**src/rtl/if_fetch_ctrl_pkg.sv**
```systemverilog
// -----------------------------------------------------------------------------
// cpuDefine: shared fetch constants and the buffered-instruction entry type. Rev 1.0
// -----------------------------------------------------------------------------
`default_nettype none

package cpuDefine;

  localparam int FETCH_DEPTH_DEF = 2;
  localparam int PC_WIDTH        = 32;
  localparam int INST_WIDTH      = 32;

  typedef struct packed {
    logic [PC_WIDTH-1:0]   pc;
    logic [INST_WIDTH-1:0] inst;
  } FetchEntry;

  function automatic int cnt_width(input int depth);
    return $clog2(depth + 1);
  endfunction

endpackage

`default_nettype wire

```
**src/rtl/if_fetch_ctrl_if.sv**
```systemverilog
// -----------------------------------------------------------------------------
// if_fetch_ctrl_if: PC generator, instruction SRAM and IF/ID signals of the fetch front end. Rev 1.0
// -----------------------------------------------------------------------------
`default_nettype none

interface if_fetch_ctrl_if #(
  parameter int PC_W   = 32,
  parameter int INST_W = 32
);

  logic              cancel;
  logic              pc_valid;
  logic [PC_W-1:0]   pc_in;
  logic              pc_accept;
  logic              inst_req;
  logic [PC_W-1:0]   inst_addr;
  logic              inst_addr_ok;
  logic              inst_data_ok;
  logic [INST_W-1:0] inst_rdata;
  logic              id_allow_in;
  logic              if_valid_out;
  logic [PC_W-1:0]   if_pc_out;
  logic [INST_W-1:0] if_inst_out;

  // Fetch controller side
  modport master (
    input  cancel, pc_valid, pc_in, inst_addr_ok, inst_data_ok, inst_rdata, id_allow_in,
    output pc_accept, inst_req, inst_addr, if_valid_out, if_pc_out, if_inst_out
  );

  // Environment side: PC generator, SRAM and ID stage
  modport slave (
    output cancel, pc_valid, pc_in, inst_addr_ok, inst_data_ok, inst_rdata, id_allow_in,
    input  pc_accept, inst_req, inst_addr, if_valid_out, if_pc_out, if_inst_out
  );

endinterface

`default_nettype wire

```
**src/rtl/if_fetch_ctrl_fifo.sv**
```systemverilog
// -----------------------------------------------------------------------------
// fetch_fifo: synchronous FIFO with clear; push into a full FIFO is legal alongside a pop. Rev 1.0
// -----------------------------------------------------------------------------
`default_nettype none

module fetch_fifo #(
  parameter  int WIDTH = 32,
  parameter  int DEPTH = 2,
  localparam int PTR_W = (DEPTH > 1) ? $clog2(DEPTH) : 1,
  localparam int CNT_W = $clog2(DEPTH + 1)
) (
  input  logic             clk_i,
  input  logic             rst_ni,
  input  logic             clear_i,
  input  logic             push_i,
  input  logic [WIDTH-1:0] data_i,
  input  logic             pop_i,
  output logic [WIDTH-1:0] data_o,
  output logic             full_o,
  output logic             empty_o,
  output logic [CNT_W-1:0] count_o
);

  logic [WIDTH-1:0] mem_q [DEPTH];
  logic [PTR_W-1:0] rd_ptr_q, rd_ptr_d;
  logic [PTR_W-1:0] wr_ptr_q, wr_ptr_d;
  logic [CNT_W-1:0] count_q, count_d;
  logic             w_do_push;
  logic             w_do_pop;

  function automatic logic [PTR_W-1:0] next_ptr(input logic [PTR_W-1:0] p);
    return (p == PTR_W'(DEPTH - 1)) ? '0 : p + PTR_W'(1);
  endfunction

  assign full_o    = (count_q == CNT_W'(DEPTH));
  assign empty_o   = (count_q == '0);
  assign count_o   = count_q;
  assign data_o    = mem_q[rd_ptr_q];
  assign w_do_pop  = pop_i & ~empty_o;
  assign w_do_push = push_i & (~full_o | w_do_pop);

  always_comb begin
    rd_ptr_d = rd_ptr_q;
    wr_ptr_d = wr_ptr_q;
    count_d  = count_q;
    if (clear_i) begin
      rd_ptr_d = '0;
      wr_ptr_d = '0;
      count_d  = '0;
    end else begin
      if (w_do_push) wr_ptr_d = next_ptr(wr_ptr_q);
      if (w_do_pop)  rd_ptr_d = next_ptr(rd_ptr_q);
      count_d = count_q + CNT_W'(w_do_push) - CNT_W'(w_do_pop);
    end
  end

  always_ff @(posedge clk_i) begin
    if (!rst_ni) begin
      rd_ptr_q <= '0;
      wr_ptr_q <= '0;
      count_q  <= '0;
    end else begin
      rd_ptr_q <= rd_ptr_d;
      wr_ptr_q <= wr_ptr_d;
      count_q  <= count_d;
    end
  end

  // Storage needs no reset: occupancy alone decides what is valid.
  always_ff @(posedge clk_i) begin
    if (w_do_push && !clear_i) mem_q[wr_ptr_q] <= data_i;
  end

endmodule

`default_nettype wire

```
**src/rtl/if_fetch_ctrl.sv**
```systemverilog
// -----------------------------------------------------------------------------
// if_fetch_ctrl: IF-side fetch front end; tracks SRAM fetches, drops cancelled responses. Rev 1.0
// -----------------------------------------------------------------------------
`default_nettype none

module if_fetch_ctrl
  import cpuDefine::*;
#(
  parameter int FETCH_DEPTH = FETCH_DEPTH_DEF,
  parameter int PC_W        = PC_WIDTH,
  parameter int INST_W      = INST_WIDTH
) (
  input  logic            aclk,
  input  logic            resetn,
  if_fetch_ctrl_if.master bus
);

  localparam int CNT_W = cnt_width(FETCH_DEPTH);
  localparam int SUM_W = CNT_W + 1;

  if (PC_W != PC_WIDTH || INST_W != INST_WIDTH) begin : g_width_check
    $error("if_fetch_ctrl: PC_W/INST_W must match the FetchEntry widths");
  end

  logic [CNT_W-1:0] discard_q, discard_d;
  logic [CNT_W-1:0] w_pc_cnt, w_out_cnt;
  logic             w_pc_empty, w_pc_full;
  logic             w_out_empty, w_out_full;
  logic [PC_W-1:0]  w_pc_head;
  FetchEntry        w_out_head;
  FetchEntry        w_out_push_entry;
  logic [SUM_W-1:0] w_occupancy;
  logic             w_room;
  logic             w_req;
  logic             w_accept;
  logic             w_resp;
  logic             w_keep;
  logic             w_if_valid;
  logic             w_out_pop;

  assign w_if_valid = resetn & ~w_out_empty & ~bus.cancel;
  assign w_out_pop  = w_if_valid & bus.id_allow_in;

  // A slot freed by ID in this cycle may be reused at once, giving one fetch per cycle.
  assign w_occupancy = SUM_W'(w_pc_cnt) + SUM_W'(w_out_cnt) - SUM_W'(w_out_pop);
  assign w_room      = (w_occupancy < SUM_W'(FETCH_DEPTH));

  assign w_req    = resetn & bus.pc_valid & w_room & ~bus.cancel;
  assign w_accept = w_req & bus.inst_addr_ok;
  assign w_resp   = resetn & bus.inst_data_ok & ~w_pc_empty;
  assign w_keep   = w_resp & ~bus.cancel & (discard_q == '0);

  assign w_out_push_entry.pc   = w_pc_head;
  assign w_out_push_entry.inst = bus.inst_rdata;

  assign bus.inst_req     = w_req;
  assign bus.inst_addr    = bus.pc_in;
  assign bus.pc_accept    = w_accept;
  assign bus.if_valid_out = w_if_valid;
  assign bus.if_pc_out    = w_out_empty ? '0 : w_out_head.pc;
  assign bus.if_inst_out  = w_out_empty ? '0 : w_out_head.inst;

  // On cancel every request still outstanding after this cycle's response becomes a discard.
  always_comb begin
    discard_d = discard_q;
    if (bus.cancel) begin
      discard_d = w_pc_cnt - CNT_W'(w_resp);
    end else if (w_resp && discard_q != '0) begin
      discard_d = discard_q - CNT_W'(1);
    end
  end

  always_ff @(posedge aclk) begin
    if (!resetn) begin
      discard_q <= '0;
    end else begin
      discard_q <= discard_d;
    end
  end

  fetch_fifo #(
    .WIDTH (PC_W),
    .DEPTH (FETCH_DEPTH)
  ) u_pc_fifo (
    .clk_i   (aclk),
    .rst_ni  (resetn),
    .clear_i (1'b0),
    .push_i  (w_accept),
    .data_i  (bus.pc_in),
    .pop_i   (w_resp),
    .data_o  (w_pc_head),
    .full_o  (w_pc_full),
    .empty_o (w_pc_empty),
    .count_o (w_pc_cnt)
  );

  fetch_fifo #(
    .WIDTH ($bits(FetchEntry)),
    .DEPTH (FETCH_DEPTH)
  ) u_out_fifo (
    .clk_i   (aclk),
    .rst_ni  (resetn),
    .clear_i (bus.cancel),
    .push_i  (w_keep),
    .data_i  (w_out_push_entry),
    .pop_i   (w_out_pop),
    .data_o  (w_out_head),
    .full_o  (w_out_full),
    .empty_o (w_out_empty),
    .count_o (w_out_cnt)
  );

  a_resp_has_request: assert property (@(posedge aclk) disable iff (!resetn)
    bus.inst_data_ok |-> !w_pc_empty);

  a_pc_no_overflow: assert property (@(posedge aclk) disable iff (!resetn)
    (w_pc_full && w_accept) |-> w_resp);

  a_out_no_overflow: assert property (@(posedge aclk) disable iff (!resetn)
    (w_out_full && w_keep) |-> w_out_pop);

endmodule

`default_nettype wire
```
**src/flat_wrapper.sv**
```systemverilog
// flat-port wrapper written by rule: the top's interface ports become plain ports
module if_fetch_ctrl_flat import cpuDefine::*;
#(
  parameter int FETCH_DEPTH = FETCH_DEPTH_DEF,
  parameter int PC_W        = PC_WIDTH,
  parameter int INST_W      = INST_WIDTH
)
  (aclk, resetn, bus_cancel, bus_pc_valid, bus_pc_in, bus_inst_addr_ok, bus_inst_data_ok, bus_inst_rdata, bus_id_allow_in, bus_pc_accept, bus_inst_req, bus_inst_addr, bus_if_valid_out, bus_if_pc_out, bus_if_inst_out);
  if_fetch_ctrl_if #(.PC_W(PC_W), .INST_W(INST_W)) bus_i ();
  input  logic aclk;
  input  logic resetn;
  input wire logic [$bits(bus_i.cancel)-1:0] bus_cancel;
  input wire logic [$bits(bus_i.pc_valid)-1:0] bus_pc_valid;
  input wire logic [$bits(bus_i.pc_in)-1:0] bus_pc_in;
  input wire logic [$bits(bus_i.inst_addr_ok)-1:0] bus_inst_addr_ok;
  input wire logic [$bits(bus_i.inst_data_ok)-1:0] bus_inst_data_ok;
  input wire logic [$bits(bus_i.inst_rdata)-1:0] bus_inst_rdata;
  input wire logic [$bits(bus_i.id_allow_in)-1:0] bus_id_allow_in;
  output wire logic [$bits(bus_i.pc_accept)-1:0] bus_pc_accept;
  output wire logic [$bits(bus_i.inst_req)-1:0] bus_inst_req;
  output wire logic [$bits(bus_i.inst_addr)-1:0] bus_inst_addr;
  output wire logic [$bits(bus_i.if_valid_out)-1:0] bus_if_valid_out;
  output wire logic [$bits(bus_i.if_pc_out)-1:0] bus_if_pc_out;
  output wire logic [$bits(bus_i.if_inst_out)-1:0] bus_if_inst_out;
  assign bus_i.cancel = bus_cancel;
  assign bus_i.pc_valid = bus_pc_valid;
  assign bus_i.pc_in = bus_pc_in;
  assign bus_i.inst_addr_ok = bus_inst_addr_ok;
  assign bus_i.inst_data_ok = bus_inst_data_ok;
  assign bus_i.inst_rdata = bus_inst_rdata;
  assign bus_i.id_allow_in = bus_id_allow_in;
  assign bus_pc_accept = bus_i.pc_accept;
  assign bus_inst_req = bus_i.inst_req;
  assign bus_inst_addr = bus_i.inst_addr;
  assign bus_if_valid_out = bus_i.if_valid_out;
  assign bus_if_pc_out = bus_i.if_pc_out;
  assign bus_if_inst_out = bus_i.if_inst_out;
  if_fetch_ctrl #(.FETCH_DEPTH(FETCH_DEPTH), .PC_W(PC_W), .INST_W(INST_W)) u_core (.aclk(aclk), .resetn(resetn), .bus(bus_i));
endmodule
```
**config.mk**
```make
export PLATFORM = sky130hd
export DESIGN_NAME = if_fetch_ctrl_flat
export DESIGN_NICKNAME = d
export VERILOG_FILES = /design/src/rtl/if_fetch_ctrl_pkg.sv /design/src/rtl/if_fetch_ctrl_if.sv /design/src/rtl/if_fetch_ctrl_fifo.sv /design/src/rtl/if_fetch_ctrl.sv /design/src/flat_wrapper.sv
export SDC_FILE = /design/constraint.sdc
export NUM_CORES = 1
export LEC_CHECK = 0
export BUFFER_PORTS_ARGS = -buffer_cell sky130_fd_sc_hd__buf_2
export CORE_ASPECT_RATIO = 1.75
export CORE_MARGIN = 2
export CORE_UTILIZATION = 50
export CTS_BUF_LIST = sky130_fd_sc_hd__clkbuf_4 sky130_fd_sc_hd__clkbuf_8 sky130_fd_sc_hd__clkbuf_16
export CTS_CLUSTER_SIZE = 8
export DETAILED_ROUTE_END_ITERATION = 8
export GPL_TIMING_DRIVEN = 1
export PLACE_DENSITY = 0.74
export SYNTH_ARGS = -nofsm -noshare
export SYNTH_HDL_FRONTEND = slang
export SYNTH_SLANG_ARGS = --single-unit
```
**constraint.sdc**
```tcl
create_clock -name aclk -period 23.1 [get_ports aclk]
set_clock_uncertainty 0.05 [all_clocks]
set_input_delay 1.155 -clock aclk [delete_from_list [all_inputs] [get_ports aclk]]
set_output_delay 1.155 -clock aclk [all_outputs]
set_load 0.01 [all_outputs]
```
==> results.yml <==
cts:
  cts_sinks: 204
  clock_path_buffers: 3
  clkLatencyLatePin_ns: 0.51
  htreeDepth: 1
  clk_pin_slew_ns: 0.04
  ctsResizeCount: 0
  ctsHoldBuffers: 0
  cts_buffers: 29
  cts_tree: "built"
  cts_setup_buffers: 0
  clockRootBuffer: "clkbuf_16"
floorplan:
  placementRows: 61
  coreArea_um2: 16000
  die_width_um: 101
  die_h_um: 173
  io-pin-count: 170
  dieArea_um2: 17400
  start_util_pct: 51.1
critical_path:
  cp_slowest_stage_delay_ns: 0.49
  crit_arrival_ns: 3.46
  startpoint_type: "input port"
  cp.required_ns: 21.90
  endpoint_kind: "output port"
  reg2reg_slack_ns: 19.60
  worstPathMaxFanout: 11
  slowest_stage: "fa_1"
  cp_cell_sequence: "buf_2 -> nand2b_1 -> nor2_1 -> ha_1 -> nand2b_1 -> fa_1 -> and4b_1 -> and3_1 -> buf_2"
  worstSetupPathType: "in2out"
synthesis:
  synthArstFlopShare_pct: 0
  synth.most_common_cell: "edfxtp_1"
  netlist_area_um2: 8150
  synth_edf_count: 192
  synth-main-ff-cell: "edfxtp_1"
  ys_warn_count: 0
  synth.avg_cell_area_um2: 16.3
  synth_area_leaders: "edfxtp_1 (71%), mux2i_1 (8.1%), mux2_2 (4.1%)"
  synth_nets: 577
  yosysUniqueCellTypes: 45
  synth_top_area_share_pct: 70.7
  netlist_top_cells_count: "edfxtp_1 (192), nor2_1 (72), mux2i_1 (66), buf_4 (32), mux2_2 (30)"
  ys_seq_area_share_pct: 73.7
  yosys.area.top_type: "edfxtp_1"
  synth_cells: 499
  synth-seq-cells: 204
power_and_ir_drop:
  p_leak_nw: 3.66
  power_frac_comb_pct: 5.9
  swShare_pct: 19.6
  p_int_mw: 0.709
  power.density_nw_per_um2: 89.2
  p_sw_mw: 0.172
  vdd_ir_drop_max_mv: 0.0743
  totalPowerFinal_mw: 0.882
  p_seq_share_pct: 47.6
  clockPowerShare_pct: 46.6
global_routing:
  grt_max_degree: 66
  grt_pass1_vias: 4894
  grt_usage_pct: 17.4
  antenna_found_initial: 0
  grt_overflow: 0
  grt_pass1_wl_um: 23700
timing:
  period_needed_ns: 4.67
  slew-limit-headroom_pct: 21.5
  fin_setup_tns_ns: 0
  setup_viol: 0
  final-hold-violation-count: 0
  fin_crit_sh_pct: 20.2
  rsz0062_at_grt: "false"
  max_freq_mhz: 214
  tightest_slew_ns: 1.18
  slew_viol_final: 0
place:
  placed_area_um2: 8960
  dp_hpwl_um: 9480
  routabilityCongestion: 0.811
  place.port_buffers: 169
cells_and_area:
  design_area_um2: 9890
  diodes: 0
  nFillCells: 1188
  multi_input_area_um2: 1790
  layout-drive-gt1-share_pct: 39.2
  area_growth_pct: 21.3
  seqCellArea_um2: 6010
  nNetsFinal: 730
routing:
  postRouteAntennaNets: 0
  topRoutingLayerUsed: "met4"
  vias: 4555
  via_per_inst: 5.28
  wl_um: 15300
  dr_wl_met3_um: 749
  first_pass_iters: 7
  drtIter0Drc: 177
  wl_per_cell_um: 17.7
  met1Wirelength_um: 5410
  wl_met2_um: 8690
  remaining_drc_errors: 0
run_status:
  status: "completed"
run:
  cap_violations: 0
min_path:
  hold_path.class: "reg2reg"
==> kinds of logic after synthesis <==
logic type               synth area share [%]
flip-flops                               73.7
XOR/XNOR                                0.537
multiplexers                             12.5
AND/OR/NAND/NOR                          5.77
adder cells (fa/ha/maj)                  1.17
buffers and inverters                    4.65
AO/OA/AOI/OAI                            1.70
==> worst max-delay path, delay by kind of cell <==
kind	cells	cell delay, ns
adder cells (fa/ha/maj)	2	0.79
buffers and inverters	2	0.31
AND/OR/NAND/NOR	5	1.19
==> routing by layer <==
metal	vias up	GRT usage, %
li1	2124	-
met1	2228	17.4
met4	0	6.34
met2	162	34.3
met5	-	0
met3	41	2.95
==> per-stage QoR <==
stage               hold slack (ns)  util (%)  instances  setup WS (ns)
finish                        0.427      62.0        863          18.43
global route                  0.456      62.0        863          18.29
CTS                           0.433      62.0        863          18.49
detailed placement            0.423      56.2        810          18.50
global placement              0.414      56.2        810          18.62
floorplan                     0.390         -        499          14.19
==> power groups by stage <==
stage                     clock network [mW]  logic (mW)  registers, mW
after floorplan                            0      0.0367          0.425
after global placement                     0      0.0484          0.426
after detailed placement                   0      0.0515          0.426
after CTS                              0.418      0.0521          0.419
after global routing                   0.436      0.0567          0.420
final                                  0.411      0.0516          0.420
==> path summary, 6_finish.rpt <==
check,from,endpoint,cells after the start
hold / removal,u_core.u_pc_fifo.wr_ptr_q$_SDFFE_PN0N_,u_core.u_pc_fifo.wr_ptr_q$_SDFFE_PN0N_,1
setup / recovery,bus_cancel,bus_pc_accept,9
setup reg to reg,u_core.u_out_fifo.count_o[0]$_SDFF_PP0_,u_core.u_pc_fifo.count_o[1]$_SDFF_PN0_,12
hold reg to reg,u_core.u_pc_fifo.wr_ptr_q$_SDFFE_PN0N_,u_core.u_pc_fifo.wr_ptr_q$_SDFFE_PN0N_,1
==> cells in the final DEF (no fill, tap or decap), drive strengths merged, types with 2 or more instances in the layout <==
cell,n
a21oi,2
and2,4
and3,2
buf,175
clkbuf,52
dfxtp,12
edfxtp,192
ha,6
inv,10
mux2,32
mux2i,66
nand2,6
nand2b,5
nand3,2
nor2,72
nor3,2
o211ai,5
o21ai,4
xnor2,2
xor2,3
==> sequential cells by signal, indices dropped and copies added, names as in the netlist, named ones only <==
name / flops
u_core.u_pc_fifo.wr_ptr_q: 1
u_core.u_pc_fifo.rd_ptr_q: 1
u_core.u_out_fifo.mem_q: 128
u_core.u_pc_fifo.count_o: 2
u_core.u_out_fifo.rd_ptr_q: 1
u_core.u_out_fifo.count_o: 2
u_core.u_out_fifo.wr_ptr_q: 1
u_core.discard_q: 2
u_core.u_pc_fifo.mem_q: 64
==> layout make-up <==
| class | count | share of cell area [%] |
|---|---|---|
| Multi-Input combinational cell | 232 | 18.1 |
| Sequential cell | 204 | 60.8 |
| Clock inverter | 1 | 0.304 |
| Timing Repair Buffer | 175 | 9.01 |
| Inverter | 10 | 0.379 |
| Tap cell | 189 | 2.39 |
| Clock buffer | 52 | 9.08 |
Note: power is estimated with default switching activity, not from simulation.
